==> config.mk <==
export PLATFORM = sky130hd
export DESIGN_NAME = hazard_ctrl
export DESIGN_NICKNAME = d
export VERILOG_FILES = /design/src/rtl/hazard_ctrl.sv
export SDC_FILE = /design/constraint.sdc
export NUM_CORES = 1
export LEC_CHECK = 0
export BUFFER_PORTS_ARGS = -buffer_cell sky130_fd_sc_hd__buf_2
export CAP_MARGIN = 20
export CORE_MARGIN = 8
export CORE_UTILIZATION = 35
export DETAILED_ROUTE_END_ITERATION = 8
export SYNTH_ARGS = -nofsm -noshare
export SYNTH_HDL_FRONTEND = slang
export SYNTH_SLANG_ARGS = --single-unit
==> constraint.sdc <==
create_clock -name clk -period 6 [get_ports clk]
set_clock_uncertainty 0.2 [all_clocks]
set_input_delay 1.2 -clock clk [delete_from_list [all_inputs] [get_ports clk]]
set_output_delay 1.2 -clock clk [all_outputs]
set_load 0.02 [all_outputs]
==> src/rtl/hazard_ctrl.sv <==
// Hazard detection and forwarding control for a 5-stage MIPS-style pipeline.
// Tracks E/M/W producers with Tnew and compares them against D-stage Tuse, plus the MDU busy window.
module hazard_ctrl #(
  parameter int unsigned MULT_CYCLES = 5,
  parameter int unsigned DIV_CYCLES  = 10,
  parameter int unsigned TW          = 2
) (
  input  logic          clk,
  input  logic          reset,
  input  logic [4:0]    d_rs,
  input  logic [4:0]    d_rt,
  input  logic [TW-1:0] d_tuse_rs,
  input  logic [TW-1:0] d_tuse_rt,
  input  logic          d_regwrite,
  input  logic [4:0]    d_dst,
  input  logic [TW-1:0] d_tnew,
  input  logic          d_mdu_use,
  input  logic          d_start,
  input  logic          d_is_div,
  input  logic          flush,
  output logic          stall,
  output logic [1:0]    fwd_rs_sel,
  output logic [1:0]    fwd_rt_sel,
  output logic          mdu_busy
);

  localparam int unsigned CW = $clog2(DIV_CYCLES + 1);
  localparam int unsigned NS = 3;

  logic          e_valid_q, e_valid_d;
  logic [4:0]    e_dst_q,   e_dst_d;
  logic [TW-1:0] e_tnew_q,  e_tnew_d;
  logic          m_valid_q, m_valid_d;
  logic [4:0]    m_dst_q,   m_dst_d;
  logic [TW-1:0] m_tnew_q,  m_tnew_d;
  logic          w_valid_q, w_valid_d;
  logic [4:0]    w_dst_q,   w_dst_d;
  logic [TW-1:0] w_tnew_q,  w_tnew_d;
  logic          e_start_q, e_start_d;
  logic          e_div_q,   e_div_d;
  logic [CW-1:0] cnt_q,     cnt_d;

  logic [NS-1:0]         prod_v;
  logic [NS-1:0][4:0]    prod_dst;
  logic [NS-1:0][TW-1:0] prod_tnew;
  logic [2:0]            rs_res;
  logic [2:0]            rt_res;
  logic                  busy_raw;
  logic                  stall_raw;
  logic                  advance;

  // Returns {stall, fwd_sel} for one operand; the youngest matching producer decides.
  function automatic logic [2:0] resolve(
    input logic [4:0]            src,
    input logic [TW-1:0]         tuse,
    input logic [NS-1:0]         pv,
    input logic [NS-1:0][4:0]    pd,
    input logic [NS-1:0][TW-1:0] pt
  );
    logic [2:0]    r;
    logic [TW-1:0] tn;
    logic [1:0]    sel;
    logic          hit;
    r   = 3'b000;
    tn  = '0;
    sel = 2'd0;
    hit = 1'b0;
    if (pv[0] && (pd[0] == src)) begin
      hit = 1'b1;
      tn  = pt[0];
      sel = 2'd1;
    end else if (pv[1] && (pd[1] == src)) begin
      hit = 1'b1;
      tn  = pt[1];
      sel = 2'd2;
    end else if (pv[2] && (pd[2] == src)) begin
      hit = 1'b1;
      tn  = pt[2];
      sel = 2'd3;
    end
    if ((src != 5'd0) && (tuse != '1) && hit) begin
      if (tn > tuse) begin
        r[2] = 1'b1;
      end else if (tn == '0) begin
        r[1:0] = sel;
      end
    end
    return r;
  endfunction

  assign prod_v    = {w_valid_q & (w_dst_q != 5'd0),
                      m_valid_q & (m_dst_q != 5'd0),
                      e_valid_q & (e_dst_q != 5'd0)};
  assign prod_dst  = {w_dst_q, m_dst_q, e_dst_q};
  assign prod_tnew = {w_tnew_q, m_tnew_q, e_tnew_q};

  assign rs_res = resolve(d_rs, d_tuse_rs, prod_v, prod_dst, prod_tnew);
  assign rt_res = resolve(d_rt, d_tuse_rt, prod_v, prod_dst, prod_tnew);

  assign busy_raw  = e_start_q | (cnt_q != '0);
  assign stall_raw = rs_res[2] | rt_res[2] | (d_mdu_use & busy_raw);
  assign advance   = ~stall_raw & ~flush;

  // Outputs are forced quiet while reset is held, independent of any clock edge.
  assign stall      = ~reset & stall_raw;
  assign fwd_rs_sel = reset ? 2'd0 : rs_res[1:0];
  assign fwd_rt_sel = reset ? 2'd0 : rt_res[1:0];
  assign mdu_busy   = ~reset & busy_raw;

  // Next-state for the tracking slots and the MDU counter.
  always_comb begin
    e_valid_d = 1'b0;
    e_dst_d   = d_dst;
    e_tnew_d  = d_tnew;
    e_start_d = 1'b0;
    e_div_d   = 1'b0;
    m_valid_d = e_valid_q;
    m_dst_d   = e_dst_q;
    m_tnew_d  = (e_tnew_q == '0) ? '0 : e_tnew_q - TW'(1);
    w_valid_d = m_valid_q;
    w_dst_d   = m_dst_q;
    w_tnew_d  = '0;
    cnt_d     = (cnt_q == '0) ? '0 : cnt_q - CW'(1);

    if (advance) begin
      e_valid_d = d_regwrite;
      e_start_d = d_start;
      e_div_d   = d_is_div;
    end
    if (flush) begin
      m_valid_d = 1'b0;
      w_tnew_d  = m_tnew_q;
    end
    // A started op that leaves E unflushed owns the MDU; flush never aborts a loaded count.
    if (e_start_q && !flush) begin
      cnt_d = e_div_q ? CW'(DIV_CYCLES) : CW'(MULT_CYCLES);
    end
  end

  always_ff @(posedge clk or posedge reset) begin
    if (reset) begin
      e_valid_q <= 1'b0;
      e_dst_q   <= 5'd0;
      e_tnew_q  <= '0;
      m_valid_q <= 1'b0;
      m_dst_q   <= 5'd0;
      m_tnew_q  <= '0;
      w_valid_q <= 1'b0;
      w_dst_q   <= 5'd0;
      w_tnew_q  <= '0;
      e_start_q <= 1'b0;
      e_div_q   <= 1'b0;
      cnt_q     <= '0;
    end else begin
      e_valid_q <= e_valid_d;
      e_dst_q   <= e_dst_d;
      e_tnew_q  <= e_tnew_d;
      m_valid_q <= m_valid_d;
      m_dst_q   <= m_dst_d;
      m_tnew_q  <= m_tnew_d;
      w_valid_q <= w_valid_d;
      w_dst_q   <= w_dst_d;
      w_tnew_q  <= w_tnew_d;
      e_start_q <= e_start_d;
      e_div_q   <= e_div_d;
      cnt_q     <= cnt_d;
    end
  end

endmodule
# == Yosys cells after proc, flatten, opt, wreduce, memory -nomap -nowiden ==
# Index checks and enable logic that the tools add are counted.
# word_totals
input_bits,28
regBits,30
output_inout_bits,6
elab_cells,96
# classes
eq_ne,8
order_cmp,2
reduce_logical,22
muxes,37
bitwise,13
n_addsub,2
# op_table
operator,count
$mux 2,20
$eq 5x5->1,6
$reduce_bool 5->1,5
$mux 1,12
$mux 4,3
$logic_and 1x1->1,11
$and 1x1->1,7
$logic_not 2->1,3
$mux 3,2
$gt 2x2->1,2
$logic_not 4->1,1
$ne 2x2->1 const B,2
$reduce_bool 4->1,1
$sub 4x1->4 const B,1
$not 1->1,3
$or 1x1->1,3
$sub 2x1->2 const B,1
$logic_not 1->1,1

# == Longest topological paths before layout ==
# Gate-level depths: netlist of run 1.
# depth
ltp_word,15
mapped_depth,13
depth_no_buf,13

# == Worst setup path before layout of run 1 ==
# No wires, ideal clock.
# synth_path
path_kind,in2out
from,input d_rt[0]
to,output fwd_rt_sel[0]
path_stages,12
required_time_ps,4600
setup_slack_ps,909
arrival_ps,3691
path_cell_list,xnor2_1 -> o211ai_2 -> or3_2 -> nand4_1 -> a31oi_1 -> ha_1 -> nor2b_1 -> o21ai_0 -> nor3b_1 -> o31a_2 -> o21ai_0 -> nor3_1
# synth_via
elab_chain_len,10
word_cells_on_any_way,24
# synth_lines
element,line_no,source
from (decl),11,"input logic [4:0] d_rt,"
$eq 5x5->1,76,end else if (pv[2] && (pd[2] == src)) begin
$logic_and 1x1->1,76,
$mux 2,76,
$mux 2,72,end else if (pv[1] && (pd[1] == src)) begin
$mux 2,68,if (pv[0] && (pd[0] == src)) begin
$logic_not 2->1,84,end else if (tn == '0) begin
$mux 2,84,
$mux 2,82,if (tn > tuse) begin
$mux 3 (*),81,if ((src != 5'd0) && (tuse != '1) && hit) begin
$mux 2 (*),107,assign fwd_rt_sel = reset ? 2'd0 : rt_res[1:0];
to (decl),23,"output logic [1:0] fwd_rt_sel,"
# Every way passes the cells marked *; elsewhere a longest branch is shown, timed or not.

# == Worst setup path after layout of run 1 ==
# layout_path
from,input d_rs[0]
to,output fwd_rs_sel[1]
# layout_via
elab_chain_len,10
word_cells_on_any_way,24
# layout_lines
element,line_no,source
from (decl),10,"input logic [4:0] d_rs,"
$eq 5x5->1,76,
$logic_and 1x1->1,76,
$mux 2,76,
$mux 2,72,
$mux 2,68,
$logic_not 2->1,84,
$mux 2,84,
$mux 2,82,
$mux 3 (*),81,
$mux 2 (*),106,assign fwd_rs_sel = reset ? 2'd0 : rs_res[1:0];
to (decl),22,"output logic [1:0] fwd_rs_sel,"
# Marks and branches as above.

==> results of run 1 <==
==> per-stage QoR <==
| stage | area [µm²] | setup WS (ns) | power, µW | util, % | hold WS (ns) |
|---|---|---|---|---|---|
| 2_1_floorplan | 1723 | 0.9091 | 310.8 | - | 0.1735 |
| 3_3_place_gp | 1994 | 0.6941 | 345.4 | 42.23 | 0.2050 |
| 3_5_place_dp | 1994 | 0.6564 | 347.0 | 42.23 | 0.2053 |
| 4_1_cts | 2108 | 0.6477 | 550.2 | 44.64 | 0.2209 |
| 5_1_grt | 2108 | 0.3268 | 574.8 | 44.64 | 0.2302 |
| 6_report | 2108 | 0.6496 | 546.5 | 44.64 | 0.2249 |
==> synthesized netlist by cell type (2+ instances only) <==
| cell type | instances |
|---|---|
| ha_1 | 4 |
| nor4b_1 | 2 |
| dfrtp_1 | 30 |
| or3_1 | 3 |
| nor2_1 | 12 |
| xnor2_1 | 30 |
| inv_1 | 6 |
| and2_1 | 4 |
| nor3_1 | 7 |
| nor4_1 | 4 |
| or2_2 | 2 |
| o211ai_2 | 3 |
| o31ai_2 | 2 |
| or4_1 | 4 |
| nand3_1 | 2 |
| nor3b_1 | 5 |
| a21oi_1 | 8 |
| nand2_1 | 18 |
| o21ai_0 | 8 |
| nand4_1 | 4 |
| nor2b_1 | 6 |
==> state kept, by name, summed over array words and instances (netlist names) <==
signal and count:
w_tnew_q 2, e_start_q 1, m_tnew_q 2, m_valid_q 1, e_valid_q 1, e_dst_q 5, w_valid_q 1, e_tnew_q 2
m_dst_q 5, cnt_q 4, e_div_q 1, w_dst_q 5
==> path summary, 6_finish.rpt <==
check / to / from / slack [ns] / cells after the start
max: fwd_rs_sel[1] / d_rs[0] / 0.65 / 13
min: w_valid_q$_DFF_PP0_ / m_valid_q$_DFF_PP0_ / 0.22 / 0
max reg2reg: e_valid_q$_DFF_PP0_ / m_dst_q[1]$_DFF_PP0_ / 2.68 / 12
min reg2reg: w_valid_q$_DFF_PP0_ / m_valid_q$_DFF_PP0_ / 0.22 / 0
max in group asynchronous: w_dst_q[0]$_DFF_PP0_ / reset / 4.48 / 3
min in group asynchronous: cnt_q[1]$_DFF_PP0_ / reset / 0.84 / 3
==> cells by family (layout without fill, tap and decap cells) <==
logic type,after synthesis,in the layout
buf+inv,6,50
mux,1,1
compound gates,26,26
fa+ha+maj,4,4
xor+xnor,30,30
simple gates,80,80
flops,30,30
==> cell type report <==
class	count	area share [%]
clock buffer	5	3.264
clock inverter	3	2.137
inverter	6	1.068
multi-input combinational	141	45.04
sequential	30	35.61
tap	67	3.976
timing repair buffer	36	8.902
==> critical path, stage by stage <==
cell	delay (ns)
buf_2	0.15
xnor2_1	0.17
o211ai_2	0.11
nor3_1	0.48
a21oi_1	0.14
a21oi_1	0.31
ha_1	0.31
nor2b_1	0.13
o21ai_0	0.22
nand3b_1	0.13
nor3_1	0.19
nor3b_1	0.21
buf_2	0.20
==> power groups by stage <==
| stage | clock [µW] | combinational, µW | sequential (µW) |
|---|---|---|---|
| after floorplan | 0 | 71.0 | 240 |
| after CTS | 207 | 101 | 242 |
| after global placement | 0 | 100 | 245 |
| after global routing | 216 | 114 | 245 |
| final | 204 | 101 | 242 |
| after detailed placement | 0 | 101 | 246 |
==> layout by cell type (no fill, tap or decap), types with 2 or more instances in the layout <==
cell type   netlist  final
nor2_1           12     12
or4_1             4      4
nor3_1            7      7
dfrtp_1          30     30
inv_1             6      6
a21oi_1           8      8
o21ai_0           8      8
buf_2             0     33
o211ai_2          3      3
buf_4             0      3
nand2_1          18     18
xnor2_1          30     30
clkinvlp_4        0      2
or3_1             3      3
nor2b_1           6      6
or2_2             2      2
nor4b_1           2      2
ha_1              4      4
clkbuf_8          0      5
nor3b_1           5      5
and2_1            4      4
o31ai_2           2      2
nand4_1           4      4
nor4_1            4      4
nand3_1           2      2
==> layer usage <==
layer	vias to the layer above	global-route usage, %	share of wire (%)
li1	708	-	-
met1	649	15.27	50
met2	31	17.98	44
met3	2	2.579	4.8
met4	0	5.255	0.98
met5	-	0	0
==> impl_metrics.env, run 1 <==
export IMPL_synth_compound_area_share_pct=10.68
export IMPL_fin_crit_ns=5.350
export IMPL_dieArea_um2=7424
export IMPL_synth_top_family_by_area="simple AND/OR/NAND/NOR gates"
export IMPL_synthXorXnorAreaFrac_pct=15.25
export IMPL_tns_ns=0
export IMPL_finalMaxSlewViolations=0
export IMPL_num_vias=1390
export IMPL_p_int_uw=391.2
export IMPL_synth_area_um2=1723
export IMPL_portBuffers=33
export IMPL_start_kind="input pin"
export IMPL_ys_flop_type="dfrtp_1"
export IMPL_synth_top_area_share_pct=43.57
export IMPL_fillCellCount=462
export IMPL_start_util_pct=36.48
export IMPL_final_period_utilization_pct=89.17
export IMPL_numClockSinks=30
export IMPL_dieHeight_um=86.16
export IMPL_setup_viol=0
export IMPL_synth_sequential_area_ratio_pct=43.57
export IMPL_finalHoldViolCount=0
export IMPL_syn_area_per_cell_um2=9.734
export IMPL_multi_input_comb_area_um2=949.7
export IMPL_max_cap_viol_count=0
export IMPL_grt_max_degree=32
export IMPL_powerDensity_nw_per_um2=259.2
export IMPL_cts_tree="done"
export IMPL_place_congestion=0.9466
export IMPL_seq_power_share_pct=44.3
export IMPL_relSlewSlack_pct=54.25
export IMPL_post_cts_buffers=0
export IMPL_status="finished clean"
export IMPL_clkPwrFrac_pct=37.3
export IMPL_cts_buffer_depth=2
export IMPL_clk_pin_slew_worst_paths_ns=0.07
export IMPL_crit_fanout=4
export IMPL_wl_per_cell_um=14.17
export IMPL_rsz0062_at_grt="no"
export IMPL_grt_pass1_vias=1436
export IMPL_ctsResizeCount=0
export IMPL_dp_cells=280
export IMPL_dr_pass1_iters=4
export IMPL_postSynthCellCount=177
export IMPL_hp_class="reg2reg"
export IMPL_routed_wirelength_um=4082
export IMPL_antenna_found_initial=0
export IMPL_drt_iter0_drc=96
export IMPL_regArea_um2=750.7
export IMPL_cts_made_buffers=5
export IMPL_diodes=0
export IMPL_dieWidth_um=86.16
export IMPL_grt_pass1_wl_um=6755
export IMPL_fin_nets=252
export IMPL_ys_async_sr_fraction_pct=100.0
export IMPL_synth_edf_count=0
export IMPL_htree_levels=2
export IMPL_tightestPinTransition_ns=0.6800
export IMPL_switching_share_pct=28.43
export IMPL_final_cells=288
export IMPL_ys_ff_latch=30
export IMPL_ant_nets=0
export IMPL_synth_simple_area_share_pct=25.71
export IMPL_synthToLayoutAreaGrowth_pct=22.37
export IMPL_synth_nets=209
export IMPL_clk_latency_ns=0.28
export IMPL_p_leak_uw=0.0008693
export IMPL_crit_arrival_ns=3.95
export IMPL_grt_usage_pct=11.73
export IMPL_cts_root_buf="clkbuf_8"
export IMPL_crit_required_ns=4.60
export IMPL_core_um2=4723
export IMPL_comb_power_share_pct=18.4
export IMPL_end_kind="output port"
export IMPL_synthAdderAreaFrac_pct=2.905
export IMPL_fmax_ghz=0.1869
export IMPL_ctsHoldBuffers=0
export IMPL_ys_types=34
export IMPL_critPathKind="in2out"
export IMPL_yosys_warnings=0
export IMPL_yosys_top_cells_area="dfrtp_1, xnor2_1, nand2_1, ha_1, nor2_1"
export IMPL_synth_mux_area_share_pct=0.5810
export IMPL_drive_gt1_share_pct=25.79
export IMPL_drc=0
export IMPL_io_pin_count=34
export IMPL_hpwlAfterDp_um=3319
export IMPL_p_switching_uw=155.4
export IMPL_peakVddDrop_v=0.0001517
export IMPL_via_per_inst=4.826
export IMPL_grt_ovfl_total=0
export IMPL_fp_row_count=25
export IMPL_synth_top_area_cell="dfrtp_1"
(Power assumes the default switching activity.)
==> inputs of run 2 (changes only) <==
--- a/config.mk
+++ b/config.mk
@@ -8,8 +8,10 @@
 export BUFFER_PORTS_ARGS = -buffer_cell sky130_fd_sc_hd__buf_2
 export CAP_MARGIN = 20
 export CORE_MARGIN = 8
-export CORE_UTILIZATION = 35
+export CORE_UTILIZATION = 47
 export DETAILED_ROUTE_END_ITERATION = 8
+export MAX_ROUTING_LAYER = met4
+export PLACE_DENSITY = 0.7
 export SYNTH_ARGS = -nofsm -noshare
 export SYNTH_HDL_FRONTEND = slang
 export SYNTH_SLANG_ARGS = --single-unit
==> constraint.sdc (replaced) <==
create_clock -name clk -period 6.6 [get_ports clk]
set_clock_uncertainty 0.2 [all_clocks]
set_input_delay 1.32 -clock clk [delete_from_list [all_inputs] [get_ports clk]]
set_output_delay 1.32 -clock clk [all_outputs]
set_load 0.02 [all_outputs]
==> run 2 against run 1 <==
Effect of this change:
- critical path depth grew 1
- die area shrank 21%
- sequential share of layout area grew 1.0 points
- via count is 1.1% higher
- global-route usage is 2.7 points higher
- worst setup slack improved by 0.38 ns
- critical path type unchanged
- largest cell class unchanged
==> impl_metrics.env, run 2 (same netlist as run 1, synthesis figures left out) <==
export IMPL_worst_r2r_cell_count=12
export IMPL_critPathCapture="fwd_rt_sel[0]"
export IMPL_relSlewSlack_pct=48.61
export IMPL_cts_root_buf="clkbuf_8"
export IMPL_hp_class="reg2reg"
export IMPL_powerDensity_nw_per_um2=225.5
export IMPL_tightestPinTransition_ns=0.7639
export IMPL_final_period_utilization_pct=84.38
export IMPL_post_cts_buffers=0
export IMPL_comb_power_share_pct=20.0
export IMPL_fin_nets=250
export IMPL_fp_row_count=22
export IMPL_status="finished clean"
export IMPL_drc=0
export IMPL_switching_share_pct=29.29
export IMPL_crit_fanout=4
export IMPL_grt_pass1_wl_um=6630
export IMPL_portBuffers=33
export IMPL_start_kind="input pin"
export IMPL_grt_ovfl_total=0
export IMPL_antenna_found_initial=0
export IMPL_place_congestion=0.8940
export IMPL_htree_levels=2
export IMPL_crit_arrival_ns=4.05
export IMPL_max_cap_viol_count=0
export IMPL_seq_power_share_pct=47.8
export IMPL_dieHeight_um=76.55
export IMPL_clkPwrFrac_pct=32.2
export IMPL_final_cell_mix="buf_2, xnor2_1, dfrtp_1, nand2_1, nor2_1"
export IMPL_crit_required_ns=5.08
export IMPL_fin_util_pct=56.87
export IMPL_via_per_inst=5.262
export IMPL_grt_pass1_vias=1418
export IMPL_peakVddDrop_v=0.0001496
export IMPL_wl_per_cell_um=14.59
export IMPL_p_int_uw=326.9
export IMPL_fmax_ghz=0.1796
export IMPL_dr_pass1_iters=4
export IMPL_reg_top3="e_dst_q (5), m_dst_q (5), w_dst_q (5)"
export IMPL_numClockSinks=30
export IMPL_layout_commonest_cell="buf_2"
export IMPL_synthToLayoutAreaGrowth_pct=19.03
export IMPL_r2r_setup_slack_ns=3.32
export IMPL_cts_made_buffers=5
export IMPL_ctsResizeCount=0
export IMPL_critPathKind="in2out"
export IMPL_p_leak_uw=0.0008552
export IMPL_start_util_pct=47.78
export IMPL_io_pin_count=34
export IMPL_ctsHoldBuffers=0
export IMPL_rsz0062_at_grt="no"
export IMPL_drt_iter0_drc=65
export IMPL_grt_max_degree=33
export IMPL_finalMaxSlewViolations=0
export IMPL_cts_tree="done"
export IMPL_r2r_start="m_dst_q[1]$_DFF_PP0_"
export IMPL_clk_latency_ns=0.28
export IMPL_tns_ns=0
export IMPL_clk_pin_slew_worst_paths_ns=0.06
export IMPL_drive_gt1_share_pct=25.11
export IMPL_worst_r2r_endpoint="e_valid_q$_DFF_PP0_"
export IMPL_end_kind="output port"
export IMPL_diodes=0
export IMPL_cts_buffer_depth=2
export IMPL_routed_wirelength_um=3896
export IMPL_core_um2=3606
export IMPL_grt_usage_pct=14.44
export IMPL_cp_startpoint="d_rt[0]"
export IMPL_setup_viol=0
export IMPL_finalHoldViolCount=0
export IMPL_ant_nets=0
export IMPL_dieWidth_um=76.55
export IMPL_num_vias=1405
export IMPL_p_switching_uw=135.4
export IMPL_hpwlAfterDp_um=3189
export IMPL_fin_crit_ns=5.569
export IMPL_dieArea_um2=5859
==> run 2: final cells by class <==
type	count	area [µm²]
Clock inverter	2	12.51
Multi-Input combinational cell	141	949.7
Clock buffer	6	82.58
Timing Repair Buffer	34	172.7
Inverter	6	22.52
Fill cell	334	1555
Sequential cell	30	750.7
Tap cell	48	60.06
==> run 2: worst max-delay path, cell delays in order <==
cell	delay (ns)
buf_2	0.14
xnor2_1	0.18
o211ai_2	0.15
or3_2	0.50
nand4_1	0.11
a31oi_1	0.12
ha_1	0.31
nor2b_1	0.13
o21ai_0	0.21
nor3b_1	0.21
o31a_2	0.16
o21ai_0	0.10
nor3_1	0.20
buf_2	0.19
==> run 2: worst min-delay path by stage <==
stage / from / endpoint / cells past startpoint / slack, ns
2_1_floorplan: m_valid_q$_DFF_PP0_ / w_valid_q$_DFF_PP0_ / 0 / 0.17
3_3_place_gp: m_valid_q$_DFF_PP0_ / w_valid_q$_DFF_PP0_ / 0 / 0.19
3_5_place_dp: m_valid_q$_DFF_PP0_ / w_valid_q$_DFF_PP0_ / 0 / 0.19
4_1_cts: m_valid_q$_DFF_PP0_ / w_valid_q$_DFF_PP0_ / 0 / 0.21
5_1_grt: m_valid_q$_DFF_PP0_ / w_valid_q$_DFF_PP0_ / 0 / 0.22
6_report: m_valid_q$_DFF_PP0_ / w_valid_q$_DFF_PP0_ / 0 / 0.20
==> run 2: per-stage QoR <==
stage	total power (µW)	setup slack [ns]	instance area, µm²	std cells	hold WS (ns)
after floorplan	282.5	1.269	1723	177	0.1735
after global placement	314.2	1.113	1956	259	0.1926
after detailed placement	316.4	1.056	1956	259	0.1940
after CTS	469.4	1.050	2051	267	0.2052
after global routing	490.6	0.7475	2051	267	0.2212
final	462.4	1.031	2051	267	0.2015
==> run 2: layer usage <==
layer,GRT usage (%),vias to the layer above,routed length (µm)
li1,-,708,-
met1,17.07,647,1827
met2,21.42,37,1734
met3,4.481,13,219
met4,7.885,0,114
met5,-,-,0
==> run 2: power by group through the flow <==
stage               sequential (µW)  clock (µW)  combinational [µW]
floorplan                       218           0                64.5
global placement                223           0                90.9
finish                          221         149                92.6
detailed placement              224           0                92.8
CTS                             221         156                92.8
global route                    224         163                 104
==> inputs of run 3 (changes only) <==
--- a/config.mk
+++ b/config.mk
@@ -11,7 +11,7 @@
 export CORE_UTILIZATION = 47
 export DETAILED_ROUTE_END_ITERATION = 8
 export MAX_ROUTING_LAYER = met4
-export PLACE_DENSITY = 0.7
+export PLACE_DENSITY = 0.72
 export SYNTH_ARGS = -nofsm -noshare
 export SYNTH_HDL_FRONTEND = slang
 export SYNTH_SLANG_ARGS = --single-unit
==> constraint.sdc (replaced) <==
create_clock -name clk -period 4.8 [get_ports clk]
set_clock_uncertainty 0.2 [all_clocks]
set_input_delay 0.96 -clock clk [delete_from_list [all_inputs] [get_ports clk]]
set_output_delay 0.96 -clock clk [all_outputs]
set_load 0.02 [all_outputs]
==> run 3 against run 2 <==
Effect of this change:
- final cell count increased by 2.6%
- design area rose by 4.3%
- non-clock buffer count up 7
- worst setup slack got worse by 0.82 ns
- critical endpoint unchanged
- largest cell class unchanged
==> impl_metrics.env, run 3 (same netlist as run 1, synthesis figures left out) <==
export IMPL_status="finished clean"
export IMPL_regArea_um2=750.7
export IMPL_seq_power_share_pct=47.9
export IMPL_worst_r2r_cell_count=12
export IMPL_cp_top_family="simple AND/OR/NAND/NOR gates"
export IMPL_dieArea_um2=5859
export IMPL_r2r_start="m_dst_q[1]$_DFF_PP0_"
export IMPL_final_cells=274
export IMPL_whs_path_depth=0
export IMPL_ant_nets=0
export IMPL_start_kind="input pin"
export IMPL_critPathKind="in2out"
export IMPL_dieWidth_um=76.55
export IMPL_tns_ns=0
export IMPL_numClockSinks=30
export IMPL_grt_usage_pct=14.31
export IMPL_reg_top3="e_dst_q (5), m_dst_q (5), w_dst_q (5)"
export IMPL_crit_required_ns=3.64
export IMPL_fillCellCount=324
export IMPL_cts_root_buf="clkbuf_8"
export IMPL_fmax_ghz=0.2178
export IMPL_fp_row_count=22
export IMPL_clk_latency_ns=0.27
export IMPL_clkPwrFrac_pct=31.6
export IMPL_diodes=0
export IMPL_slowest_delay_ns=0.27
export IMPL_dr_pass1_iters=4
export IMPL_finalMaxSlewViolations=0
export IMPL_dr_wl_met2_um=1874
export IMPL_clk_pin_slew_worst_paths_ns=0.06
export IMPL_rsz0062_at_grt="no"
export IMPL_max_cap_viol_count=0
export IMPL_switching_share_pct=28.40
export IMPL_crit_fanout=4
export IMPL_peakVddDrop_v=0.0002820
export IMPL_synthToLayoutAreaGrowth_pct=24.11
export IMPL_place_congestion=0.9511
export IMPL_final_cell_mix="buf_2, dfrtp_1, xnor2_1, nand2_1, nor2_1"
export IMPL_portBuffers=33
export IMPL_layout_commonest_cell="buf_2"
export IMPL_grt_ovfl_total=0
export IMPL_cts_made_buffers=5
export IMPL_start_util_pct=47.78
export IMPL_antenna_found_initial=0
export IMPL_p_int_uw=453.0
export IMPL_path_cells="buf_2, xnor2_1, nand2_1, nor4b_2, buf_4, nand4_1, a31oi_2, ha_1, nor2b_1, o21ai_1, nor3b_2, o31a_2, o21ai_1, nor3_1, buf_2"
export IMPL_setup_viol=0
export IMPL_drt_iter0_drc=94
export IMPL_cts_buffer_depth=2
export IMPL_dp_cells=265
export IMPL_crit_cells=15
export IMPL_worst_r2r_endpoint="e_start_q$_DFF_PP0_"
export IMPL_fin_nets=257
export IMPL_crit_arrival_ns=3.43
export IMPL_htree_levels=2
export IMPL_num_vias=1429
export IMPL_routed_wirelength_um=3961
export IMPL_via_per_inst=5.215
export IMPL_path_buf_inv=3
export IMPL_finalHoldViolCount=0
export IMPL_powerDensity_nw_per_um2=295.9
export IMPL_grt_pass1_vias=1410
export IMPL_final_period_utilization_pct=95.64
export IMPL_wl_met3_um=196
export IMPL_hold_start="m_valid_q$_DFF_PP0_"
export IMPL_comb_power_share_pct=20.5
export IMPL_tightestPinTransition_ns=0.8272
export IMPL_grt_pass1_wl_um=6651
export IMPL_fin_util_pct=59.30
export IMPL_r2r_setup_slack_ns=1.64
export IMPL_cts_tree="done"
export IMPL_core_um2=3606
export IMPL_grt_max_degree=32
export IMPL_multi_input_comb_area_um2=988.4
export IMPL_p_switching_uw=179.7
export IMPL_slowest_stage="ha_1"
export IMPL_wl_per_cell_um=14.46
export IMPL_drt_met1_wl_um=1868
export IMPL_p_leak_uw=0.0009056
export IMPL_hp_class="reg2reg"
export IMPL_relSlewSlack_pct=44.34
export IMPL_hpwlAfterDp_um=3180
export IMPL_fin_crit_ns=4.591
export IMPL_top_layer="met4"
export IMPL_end_kind="output port"
export IMPL_drc=0
export IMPL_worstHoldEndpoint="w_valid_q$_DFF_PP0_"
export IMPL_drive_gt1_share_pct=29.65
export IMPL_hold_ws_ns=0.1971
export IMPL_io_pin_count=34
export IMPL_dieHeight_um=76.55
run 3: cell types whose count changed in the layout (fill, tap and decap cells not counted), sizes merged:
cell / delta
buf: +7
clkbuf: +1
clkinvlp: -1
run 3: repair_timing:
action	CTS	global route
hold buffers	0	0
buffers inserted	0	1
resized for setup	0	10
hold endpoints to repair	0	0
endpoints found under the setup margin	0	4
run 3: final cells by class:
type | instances | share of cell area [%]
Timing Repair Buffer | 41 | 10.53
Tap cell | 48 | 2.809
Clock buffer | 7 | 4.037
Clock inverter | 1 | 0.2341
Multi-Input combinational cell | 141 | 46.23
Sequential cell | 30 | 35.11
Inverter | 6 | 1.053
run 3: power by group through the flow:
stage / Clock [µW] / Sequential (µW) / Combinational [µW]
final: 200 / 303 / 130
after CTS: 206 / 303 / 128
after floorplan: 0 / 300 / 88.8
after detailed placement: 0 / 307 / 128
after global routing: 218 / 307 / 146
after global placement: 0 / 306 / 125
run 3: through the flow:
step	area [µm²]	setup WS (ns)	power, µW
after floorplan	1723	0.1891	388.4
after global placement	2001	0.1229	431.7
after detailed placement	2001	0.04323	434.4
after CTS	2092	0.03812	637.2
after global routing	2138	0.001268	670.5
final	2138	0.2094	632.7
run 3: worst max-delay path by stage:
stage                 start       endpoint  slack (ns)
floorplan           d_rt[0]  fwd_rt_sel[0]        0.19
global placement    d_rt[0]  fwd_rt_sel[1]        0.12
detailed placement  d_rt[0]  fwd_rt_sel[0]        0.04
CTS                 d_rt[0]  fwd_rt_sel[0]        0.04
global route        d_rt[1]  fwd_rt_sel[1]       0.001
finish              d_rt[3]  fwd_rt_sel[0]        0.21
run 3: routing by layer:
metal,track usage [%],vias to the layer above
met5,-,-
met4,4.423,0
met3,4.127,2
met2,21.94,35
met1,17.75,672
li1,-,720
